<file path="config.mk">
export PLATFORM = sky130hd
export DESIGN_NAME = shift_reg_feeder
export DESIGN_NICKNAME = d
export VERILOG_FILES = /design/src/rtl/shift_reg_feeder.sv
export SDC_FILE = /design/constraint.sdc
export NUM_CORES = 1
export LEC_CHECK = 0
export ABC_CLOCK_PERIOD_IN_PS = 2400
export CAP_MARGIN = 15
export CELL_PAD_IN_SITES_DETAIL_PLACEMENT = 0
export CELL_PAD_IN_SITES_GLOBAL_PLACEMENT = 1
export CORE_UTILIZATION = 44
export DETAILED_ROUTE_END_ITERATION = 8
export HOLD_SLACK_MARGIN = 0.02
export MAX_ROUTING_LAYER = met4
export PLACE_DENSITY = 0.76
export SLEW_MARGIN = 20
export SYNTH_ARGS = -nofsm -noshare
export SYNTH_HDL_FRONTEND = slang
export SYNTH_SLANG_ARGS = --single-unit
</file>
<file path="constraint.sdc">
create_clock -name clk -period 2.4 [get_ports clk]
set_clock_uncertainty 0.05 [all_clocks]
set_input_delay 0.48 -clock clk [delete_from_list [all_inputs] [get_ports clk]]
set_output_delay 0.48 -clock clk [all_outputs]
set_load 0.05 [all_outputs]
</file>
<file path="src/rtl/shift_reg_feeder.sv">
// shift_reg_feeder: buffers {shift, data} words from a valid/ready upstream in a
// small FIFO and issues one word per issue slot onto the ShiftRegister inputs.
// A programmable idle gap follows each issue; a downstream hold blocks issue.
//
// Ports:
//   clk          clock, all logic on posedge
//   reset        synchronous, active-high
//   in_valid     upstream word valid
//   in_ready     FIFO can accept (count < DEPTH and not in reset)
//   in_data      upstream word
//   in_shift     per-word mode bit, stored with in_data
//   hold         downstream stall, blocks issue only
//   dataIn       registered word to ShiftRegister (holds when not issuing)
//   enable       registered, high one cycle per issued word
//   shiftEnable  registered, mode bit of issued word, 0 when enable=0
//   level        registered FIFO occupancy (only with FEEDER_LEVEL_EN defined)
//
// Build option: define FEEDER_LEVEL_EN to add the level output.

module shift_reg_feeder #(
  parameter int unsigned DATA_W     = 6,
  parameter int unsigned DEPTH      = 8,
  parameter int unsigned ADDR_W     = 3,
  parameter int unsigned GAP_CYCLES = 0
) (
  input  logic              clk,
  input  logic              reset,
  input  logic              in_valid,
  output logic              in_ready,
  input  logic [DATA_W-1:0] in_data,
  input  logic              in_shift,
  input  logic              hold,
  output logic [DATA_W-1:0] dataIn,
  output logic              enable,
`ifdef FEEDER_LEVEL_EN
  output logic              shiftEnable,
  output logic [ADDR_W:0]   level
`else
  output logic              shiftEnable
`endif
);

  localparam int unsigned CNT_W    = ADDR_W + 1;
  localparam int unsigned GAP_W    = (GAP_CYCLES > 1) ? $clog2(GAP_CYCLES) : 1;
  localparam int unsigned GAP_LOAD = (GAP_CYCLES > 0) ? (GAP_CYCLES - 1) : 0;

  typedef struct packed {
    logic              shift;
    logic [DATA_W-1:0] data;
  } entry_t;

  typedef enum logic [0:0] {
    ST_IDLE = 1'b0,
    ST_GAP  = 1'b1
  } state_t;

  entry_t            mem [DEPTH];
  entry_t            rd_entry;

  state_t            state_q, state_d;
  logic [GAP_W-1:0]  gap_q, gap_d;
  logic [ADDR_W-1:0] wr_ptr_q, wr_ptr_d;
  logic [ADDR_W-1:0] rd_ptr_q, rd_ptr_d;
  logic [CNT_W-1:0]  count_q, count_d;
  logic [DATA_W-1:0] data_q, data_d;
  logic              en_q, en_d;
  logic              sh_q, sh_d;

  logic              wr_en;
  logic              rd_en;

  // Flow control and issue qualification from registered state only
  assign in_ready = (count_q < CNT_W'(DEPTH)) && !reset;
  assign wr_en    = in_valid && in_ready;
  assign rd_en    = (state_q == ST_IDLE) && (count_q != '0) && !hold;
  assign rd_entry = mem[rd_ptr_q];

  // Next-state logic: pointers, occupancy, issue outputs and gap FSM
  always_comb begin
    state_d  = state_q;
    gap_d    = gap_q;
    wr_ptr_d = wr_ptr_q;
    rd_ptr_d = rd_ptr_q;
    count_d  = count_q;
    data_d   = data_q;
    en_d     = 1'b0;
    sh_d     = 1'b0;

    if (wr_en) begin
      wr_ptr_d = wr_ptr_q + ADDR_W'(1);
    end

    if (rd_en) begin
      rd_ptr_d = rd_ptr_q + ADDR_W'(1);
      data_d   = rd_entry.data;
      sh_d     = rd_entry.shift;
      en_d     = 1'b1;
    end

    // Simultaneous write and issue leave the count unchanged
    case ({wr_en, rd_en})
      2'b10:   count_d = count_q + CNT_W'(1);
      2'b01:   count_d = count_q - CNT_W'(1);
      default: count_d = count_q;
    endcase

    case (state_q)
      ST_IDLE: begin
        if (rd_en && (GAP_CYCLES > 0)) begin
          state_d = ST_GAP;
          gap_d   = GAP_W'(GAP_LOAD);
        end
      end
      ST_GAP: begin
        // Countdown ignores hold so a stall never lengthens the gap
        if (gap_q == '0) begin
          state_d = ST_IDLE;
        end else begin
          gap_d = gap_q - GAP_W'(1);
        end
      end
      default: state_d = ST_IDLE;
    endcase
  end

  // Control and output registers
  always_ff @(posedge clk) begin
    if (reset) begin
      state_q  <= ST_IDLE;
      gap_q    <= '0;
      wr_ptr_q <= '0;
      rd_ptr_q <= '0;
      count_q  <= '0;
      data_q   <= '0;
      en_q     <= 1'b0;
      sh_q     <= 1'b0;
    end else begin
      state_q  <= state_d;
      gap_q    <= gap_d;
      wr_ptr_q <= wr_ptr_d;
      rd_ptr_q <= rd_ptr_d;
      count_q  <= count_d;
      data_q   <= data_d;
      en_q     <= en_d;
      sh_q     <= sh_d;
    end
  end

  // Storage array; contents are don't-care while count is 0
  always_ff @(posedge clk) begin
    if (wr_en) begin
      mem[wr_ptr_q] <= entry_t'({in_shift, in_data});
    end
  end

  assign dataIn      = data_q;
  assign enable      = en_q;
  assign shiftEnable = sh_q;

`ifdef FEEDER_LEVEL_EN
  assign level = count_q;
`endif

endmodule

</file>
* Word-level counts from Yosys, hierarchy flattened
Memory sizes are Yosys's and may differ from the RTL's. A register that Yosys moved wholly into a read port is not among the register bits.
Index checks and enable logic that the tools add are counted.
** Operators by class
- Add/sub/neg operators :: 5
- Magnitude comparators :: 1
- Eq/ne operators :: 2
- Muxes and demuxes :: 8
- Bitwise operators :: 2
- Reduce and logical (&&, ||, !) cells :: 10
** Operator list (count)
- 4-bit case mux with 2 select lines :: 1
- 3-bit by 1-bit adder with 3-bit output, second input constant :: 2
- 3-bit 2-to-1 mux :: 2
- 1-bit 2-to-1 mux :: 5
- 4-bit by 1-bit adder with 4-bit output, second input constant :: 1
- 1-bit logical AND :: 4
- 4-bit less-than comparator, second input constant :: 1
- 4-bit nonzero test :: 1
- 2-bit OR reduction :: 2
- 4-bit by 1-bit subtractor with 4-bit output, second input constant :: 1
- 2-bit by 1-bit equality test with 1-bit output, second input constant :: 1
- 2-bit equality test, second input constant :: 1
- 1-bit logical NOT :: 2
- 1-bit inverter :: 2
- 2-bit nonzero test :: 1
- 1-bit subtractor, second input constant :: 1
** Word-level totals
- Bits in registers :: 20
- Bits in writable memories :: 56
- Output and inout bits :: 9
- Logic and storage cells :: 37
- Memories :: 1
** Memories
- mem :: depth 8, width 7, rd ports 1, clocked after memory_dff 1, write ports 1, RTL line 57 : entry_t mem [DEPTH];

* Depth between registers and ports, before layout
Gate-level depths: netlist of run 1.
- Depth after elaboration :: 5
- Gate-level depth with buffers :: 10
- Depth with buffers taken out :: 9

* Worst setup path before layout of run 1
Ideal clock, no wire load.
- Path kind :: register to register
- From :: register count_q[1]
- To :: register count_q[2]
- Library setup time :: 0.123 ns
- Arrival time :: 2.388 ns
- Data required time :: 2.227 ns
- Path slack :: -0.161 ns
- Cell stages (with the launch flop) :: 11
- Path buffers :: 1
- Clock period less this slack :: 2.561 ns
- Path through :: dfxtp_1 > buf_4 > or4_4 > nand2_2 > inv_2 > ha_1 > xor2_1 > ha_1 > a31oi_4 > mux2i_1 > mux2_1
** Between the ends
- Cells in the longest elaborated chain, start to end :: 5
- Elaborated cells on any way between the ends :: 12
- Those cells by class :: add/sub (2); order compare (1); eq/ne (2); mux (1); reduce/logical (6)
** RTL lines
- start, declared :: RTL line 64 : logic [CNT_W-1:0] count_q, count_d;
- start signal, assigned :: RTL line 142 : count_q <= count_d;
- 4-bit less-than comparator or 4-bit nonzero test (tied branches) :: RTL line 73, 75
- 1-bit logical AND (on tied branches) :: RTL line 73, 75
- 1-bit logical AND (on tied branches) :: RTL line 74, 75
- 2-bit by 1-bit equality test with 1-bit output or 2-bit equality test (tied branches) :: RTL line 101 : case ({wr_en, rd_en})
- 4-bit case mux with 2 select lines or 2-bit nonzero test (tied branches)
Parallel ways exist; a longest one is shown, timed or not.
A chain may end at the register's enable or synchronous reset.

* Worst setup path in the final report of run 1
Ends and elaborated chain as after synthesis.

==> flow_metrics.tcl, run 1 <==
set metrics [dict create \
    grt_pass1_vias 1871 \
    post-route-period-util_pct 97.8 \
    pwr_density_cell_nw_per_um2 1010 \
    rsz0062_at_grt "true" \
    ios 20 \
    grt_overflow_total 0 \
    synthCells 190 \
    die_h_um 84.9 \
    rr_startpoint "count_q[1]$_SDFFE_PP0P_" \
    drive_gt1_share_pct 27.7 \
    synthesis.nets 205 \
    fin_area_um2 3690 \
    internal-power_mw 2.58 \
    end_kind "register" \
    core-area_um2 6490 \
    dp_hpwl_mm 3.85 \
    switching_share_pct 31.0 \
    clockPowerShare_pct 25.7 \
    ys_ff_latch 77 \
    critPathTopFamily "simple AND/OR/NAND/NOR gates" \
    hp-class "register to register" \
    p_seq_share_pct 43.2 \
    crit_chain "or4_4, nand2_4, inv_4, ha_4, xor2_1, ha_2, a31oi_4, mux2i_1, mux2_1" \
    viasPerCell 5.41 \
    worst-path-stages 9 \
    drtIter0Drc 76 \
    grt_pass1_wl_mm 9.42 \
    crit_path_max_incr_delay_ps 560 \
    r2r_end "count_q[2]$_SDFFE_PP0P_" \
    setup.worst_path.end "count_q[2]$_SDFFE_PP0P_" \
    drc 2 \
    clock-root-buffer "clkbuf_8" \
    synth_top_family_by_area "multiplexers" \
    drv_cap 0 \
    dr.pass1.iters 8 \
    cts_hold_buf 0 \
    synthSimpleGateAreaFrac_pct 10.5 \
    die_area_um2 7210 \
    synth.area.top_cells "edfxtp_1 56%, dfxtp_1 14%, mux4_2 10%, nor2_1 2.9%, nor3_1 1.8%" \
    synthFlopType "edfxtp_1" \
    synth_top_area_share_pct 55.6 \
    yosysTopAreaCell "edfxtp_1" \
    ff2ff_setup_slack_ps 50 \
    violations "DRC" \
    pwr-share-comb_pct 31.2 \
    whs_ps 447 \
    layout_commonest_cell "edfxtp_1" \
    nets 252 \
    area_delta_synth_final_pct 21.9 \
    relSlewSlack_pct 52.3 \
    synth_xor_area_share_pct 1.74 \
    path_max_fanout 3 \
    synthMuxAreaShare_pct 12.1 \
    htreeDepth 3 \
    worstSkewPairLatency_ps 330 \
    vdd_drop_max_mv 0.470 \
    place_area_um2 3480 \
    async_flop_share_pct 0 \
    grt_use_total_pct 18.6 \
    cts_buffer_depth 2 \
    hold_viol_final 0 \
    rows 29 \
    antenna_found_initial 0 \
    power_switching_mw 1.16 \
    setup_viol 0 \
    crit_type "register to register" \
    synthAdderAreaFrac_pct 1.65 \
    layout_common_cells "56 x edfxtp_1, 24 x buf_4, 23 x nor2_1" \
    syn_avg_cell_area_um2 15.9 \
    cts_sinks 77 \
    tightest_slew_ps 714 \
    ant_nets 0 \
    status "complete, but fails checks" \
    max_freq_ghz 0.426 \
    clk_pin_slew_ps 80 \
    ys.warnings.count 0 \
    numCtsBuffers 9 \
    cts_tree "built" \
    critPathArrivalTime_ps 2530 \
    gp_congestion 0.798 \
    crit_start "count_q[1]$_SDFFE_PP0P_" \
    cp.required_ps 2580 \
    io_buffers 19 \
    netlist_area_um2 3030 \
    ys_seq_area_share_pct 69.5 \
    synth_edf_count 56 \
    post-place-ws_ps -256 \
    power.total_mw 3.73 \
    diodes 0 \
    leakagePower_nw 1.27 \
    fin_ws_ps 52.7 \
    startpoint_type "register" \
    vias 1727 \
    synth.distinct_cells 35 \
    fin_crit_ps 2350 \
    routedWlPerCell_um 17.5 \
    start_util_pct 46.6 \
    crit_path_top_delay_cell "or4_4" \
    drv_slew 0 \
    die_w_um 84.9 \
    synth-compound-area-share_pct 2.98 \
    grt_max_degree 24 \
    rr_worst_depth 9 \
    routed_wl_mm 5.58 \
    crit_buf_inv 1 \
]
## layer usage
layer,vias to the layer above,GRT usage (%),routed length [µm]
li1,822,-,-
met1,848,22.9,2420
met2,50,29.5,2820
met3,7,4.77,276
met4,0,7.40,61
met5,-,-,0
## per-stage QoR
step	setup TNS [ps]	instances	util, %
2_1_floorplan	0	190	-
3_3_place_gp	-300	302	53.7
3_5_place_dp	-396	302	53.7
4_1_cts	0	318	56.7
5_1_grt	-21.3	319	56.8
6_report	0	319	56.8
## power groups by stage
stage / Sequential [mW] / Clock (mW) / Combinational, mW
finish: 1.61 / 0.958 / 1.16
global route: 1.63 / 1.04 / 1.27
CTS: 1.61 / 0.976 / 1.16
detailed placement: 1.64 / 0 / 1.16
global placement: 1.63 / 0 / 1.13
floorplan: 1.80 / 0 / 0.633
## cells in the mapped netlist (all sizes together) (4+ instances only)
library cell / number
nand2: 9
mux4: 14
ha: 4
edfxtp: 56
mux2i: 4
nor3: 11
dfxtp: 21
clkbuf: 4
o22ai: 6
xor2: 4
a21oi: 4
nor2: 23
## tightest hold or removal path, stage by stage, from the launching register on
cell	delay, ps
dfxtp_1	320
nor2_1	100
nor3_1	50
## sequential cells by signal, summed over array words and instances, names as in the netlist, named ones only
name and cells:
wr_ptr_q 3, dataIn 6, shiftEnable 1, count_q 4, rd_ptr_q 3, mem 56
enable 1
## cells by family after synthesis
family	Yosys count
flip-flops	77
AND/OR/NAND/NOR	61
multiplexers	19
AO/OA/AOI/OAI	13
buffers and inverters	10
XOR/XNOR	6
adder cells (fa/ha/maj)	4
## worst min-delay path by stage
stage	start	end	slack [ps]	cells past startpoint
6_report	dataIn[3]$_SDFFE_PP0P_	dataIn[3]$_SDFFE_PP0P_	450	2
5_1_grt	dataIn[3]$_SDFFE_PP0P_	dataIn[3]$_SDFFE_PP0P_	480	2
4_1_cts	dataIn[3]$_SDFFE_PP0P_	dataIn[3]$_SDFFE_PP0P_	450	2
3_5_place_dp	dataIn[3]$_SDFFE_PP0P_	dataIn[3]$_SDFFE_PP0P_	430	2
3_3_place_gp	rd_ptr_q[1]$_SDFFE_PP0P_	rd_ptr_q[1]$_SDFFE_PP0P_	430	2
2_1_floorplan	rd_ptr_q[1]$_SDFFE_PP0P_	register	410	2
## repair_timing
action / in CTS / in global routing
setup endpoints to repair: 0 / 1
buffers inserted: 0 / 1
gates resized for setup: 0 / 1
## layout make-up
cell class                 count  area (µm²)
clock buffer                   9         124
tap                           77        96.3
clock inverter                 7        72.6
inverter                       3        16.3
sequential                    77        2100
fill                         511        2810
multi-input combinational    103         896
timing repair buffer          43         380
(Power assumes the default switching activity.)
==> inputs of run 2 (changes only) <==
--- a/config.mk
+++ b/config.mk
@@ -9,6 +9,7 @@
 export CAP_MARGIN = 15
 export CELL_PAD_IN_SITES_DETAIL_PLACEMENT = 0
 export CELL_PAD_IN_SITES_GLOBAL_PLACEMENT = 1
+export CORE_MARGIN = 8
 export CORE_UTILIZATION = 44
 export DETAILED_ROUTE_END_ITERATION = 8
 export HOLD_SLACK_MARGIN = 0.02
==> flow_metrics.tcl, run 2 (synthesis results as in run 1) <==
set metrics [dict create \
    status "complete, no violations" \
    die_h_um 98.9 \
    cts_buffer_depth 2 \
    crit_chain "or4_4, nand2_4, inv_4, ha_4, xor2_2, ha_2, a31oi_4, mux2i_1, mux2_1" \
    cts_hold_buf 0 \
    rows 30 \
    routedWlPerCell_um 16.9 \
    rr_startpoint "count_q[1]$_SDFFE_PP0P_" \
    fin_crit_ps 2340 \
    drtIter0Drc 91 \
    antenna_found_initial 0 \
    vdd_drop_max_mv 0.353 \
    max_freq_ghz 0.427 \
    hp-class "register to register" \
    drc 0 \
    post-route-period-util_pct 97.6 \
    end_kind "register" \
    cp.required_ps 2580 \
    path_max_fanout 3 \
    routed_wl_mm 5.45 \
    die_w_um 98.9 \
    core-area_um2 6720 \
    place_inst 305 \
    htreeDepth 3 \
    numCtsBuffers 9 \
    dr.pass1.iters 4 \
    critPathArrivalTime_ps 2520 \
    ios 20 \
    cts_sinks 77 \
    leakagePower_nw 1.26 \
    grt_overflow_total 0 \
    worstSkewPairLatency_ps 340 \
    grt_pass1_wl_mm 8.98 \
    relSlewSlack_pct 66.4 \
    fin_area_um2 3690 \
    drive_gt1_share_pct 28.5 \
    area_delta_synth_final_pct 21.8 \
    top_register "mem" \
    io_buffers 19 \
    layout_common_cells "56 x edfxtp_1, 24 x buf_4, 23 x nor2_1" \
    hold_viol_final 0 \
    viasPerCell 5.18 \
    nets 252 \
    grt_pass1_vias 1745 \
    grt_max_degree 24 \
    crit_start "count_q[1]$_SDFFE_PP0P_" \
    tightest_slew_ps 502 \
    ant_nets 0 \
    layout_commonest_cell "edfxtp_1" \
    die_area_um2 9790 \
    startpoint_type "register" \
    crit_path_max_incr_delay_ps 560 \
    power.total_mw 3.63 \
    crit_path_top_delay_cell "or4_4" \
    place_area_um2 3490 \
    switching_share_pct 32.0 \
    setup_viol 0 \
    p_seq_share_pct 43.8 \
    drv_cap 0 \
    crit_type "register to register" \
    pwr_density_cell_nw_per_um2 985 \
    dp_hpwl_mm 3.63 \
    clk_pin_slew_ps 80 \
    fin_ws_ps 58.5 \
    clock-root-buffer "clkbuf_8" \
    cts_tree "built" \
    grt_use_total_pct 12.5 \
    diodes 0 \
    vias 1667 \
    power_switching_mw 1.16 \
    largest_reg_flops 56 \
    start_util_pct 45.0 \
    worstHoldStart "dataIn[4]$_SDFFE_PP0P_" \
    internal-power_mw 2.47 \
    fin_util_pct 54.9 \
    gp_congestion 0.732 \
    drv_slew 0 \
    pwr-share-comb_pct 31.9 \
    layout.cells.non_filler 322 \
    clockPowerShare_pct 24.2 \
    post-place-ws_ps -220 \
]
==> run 2: changes by cell type in the layout (fill, tap and decap cells not counted) <==
cell / delta
clkinv_4: +2
bufinv_16: -1
clkinv_1: -1
inv_6: -1
inv_8: +1
xor2_1: -1
xor2_2: +1
==> run 2: final timing paths <==
path,to,slack [ps],depth (start not counted)
min reg2reg,dataIn[4]$_SDFFE_PP0P_,440,2
min,dataIn[4]$_SDFFE_PP0P_,440,2
max,count_q[2]$_SDFFE_PP0P_,60,9
max reg2reg,count_q[2]$_SDFFE_PP0P_,60,9
==> run 2: metal layers <==
metal  global-route usage (%)  wire length [µm]  part of all wire [%]  up-vias
met5                        -                 0                     0        -
li1                         -                 -                     -      822
met2                     18.3              2530                    47       27
met1                     15.9              2640                    48      810
met3                     2.61               186                   3.4        8
met4                     7.08                83                   1.5        0
==> run 2: repair_timing <==
item                                    4_1_cts  5_1_grt
endpoints found under the setup margin        0        1
resized for setup                             0        2
buffers inserted                              0        1
==> run 2: critical path, delay by kind of cell, from the launching register on <==
family	cells	cell delay, ps
simple gates	2	650
mux	2	550
flops	1	330
fa+ha+maj	2	330
xor+xnor	1	140
compound gates	1	140
buf+inv	1	40
==> run 2: final cells by class <==
type                            instances  area [µm²]
Fill cell                             558        3030
Sequential cell                        77        2100
Multi-Input combinational cell        103         903
Timing Repair Buffer                   43         380
Clock buffer                            9         124
Tap cell                               80         100
Clock inverter                          7        58.8
Inverter                                3        16.3
==> run 2: power by group through the flow <==
stage | clock, mW | sequential [mW] | combinational, mW
finish | 0.880 | 1.59 | 1.16
global route | 0.965 | 1.61 | 1.27
CTS | 0.912 | 1.59 | 1.15
detailed placement | 0 | 1.63 | 1.14
global placement | 0 | 1.62 | 1.14
floorplan | 0 | 1.80 | 0.633
==> run 2: stage by stage <==
step / setup TNS (ps) / hold WS (ps)
finish: 0 / 440
global route: -1.33 / 478
CTS: 0 / 443
detailed placement: -280 / 427
global placement: -259 / 421
floorplan: 0 / 412
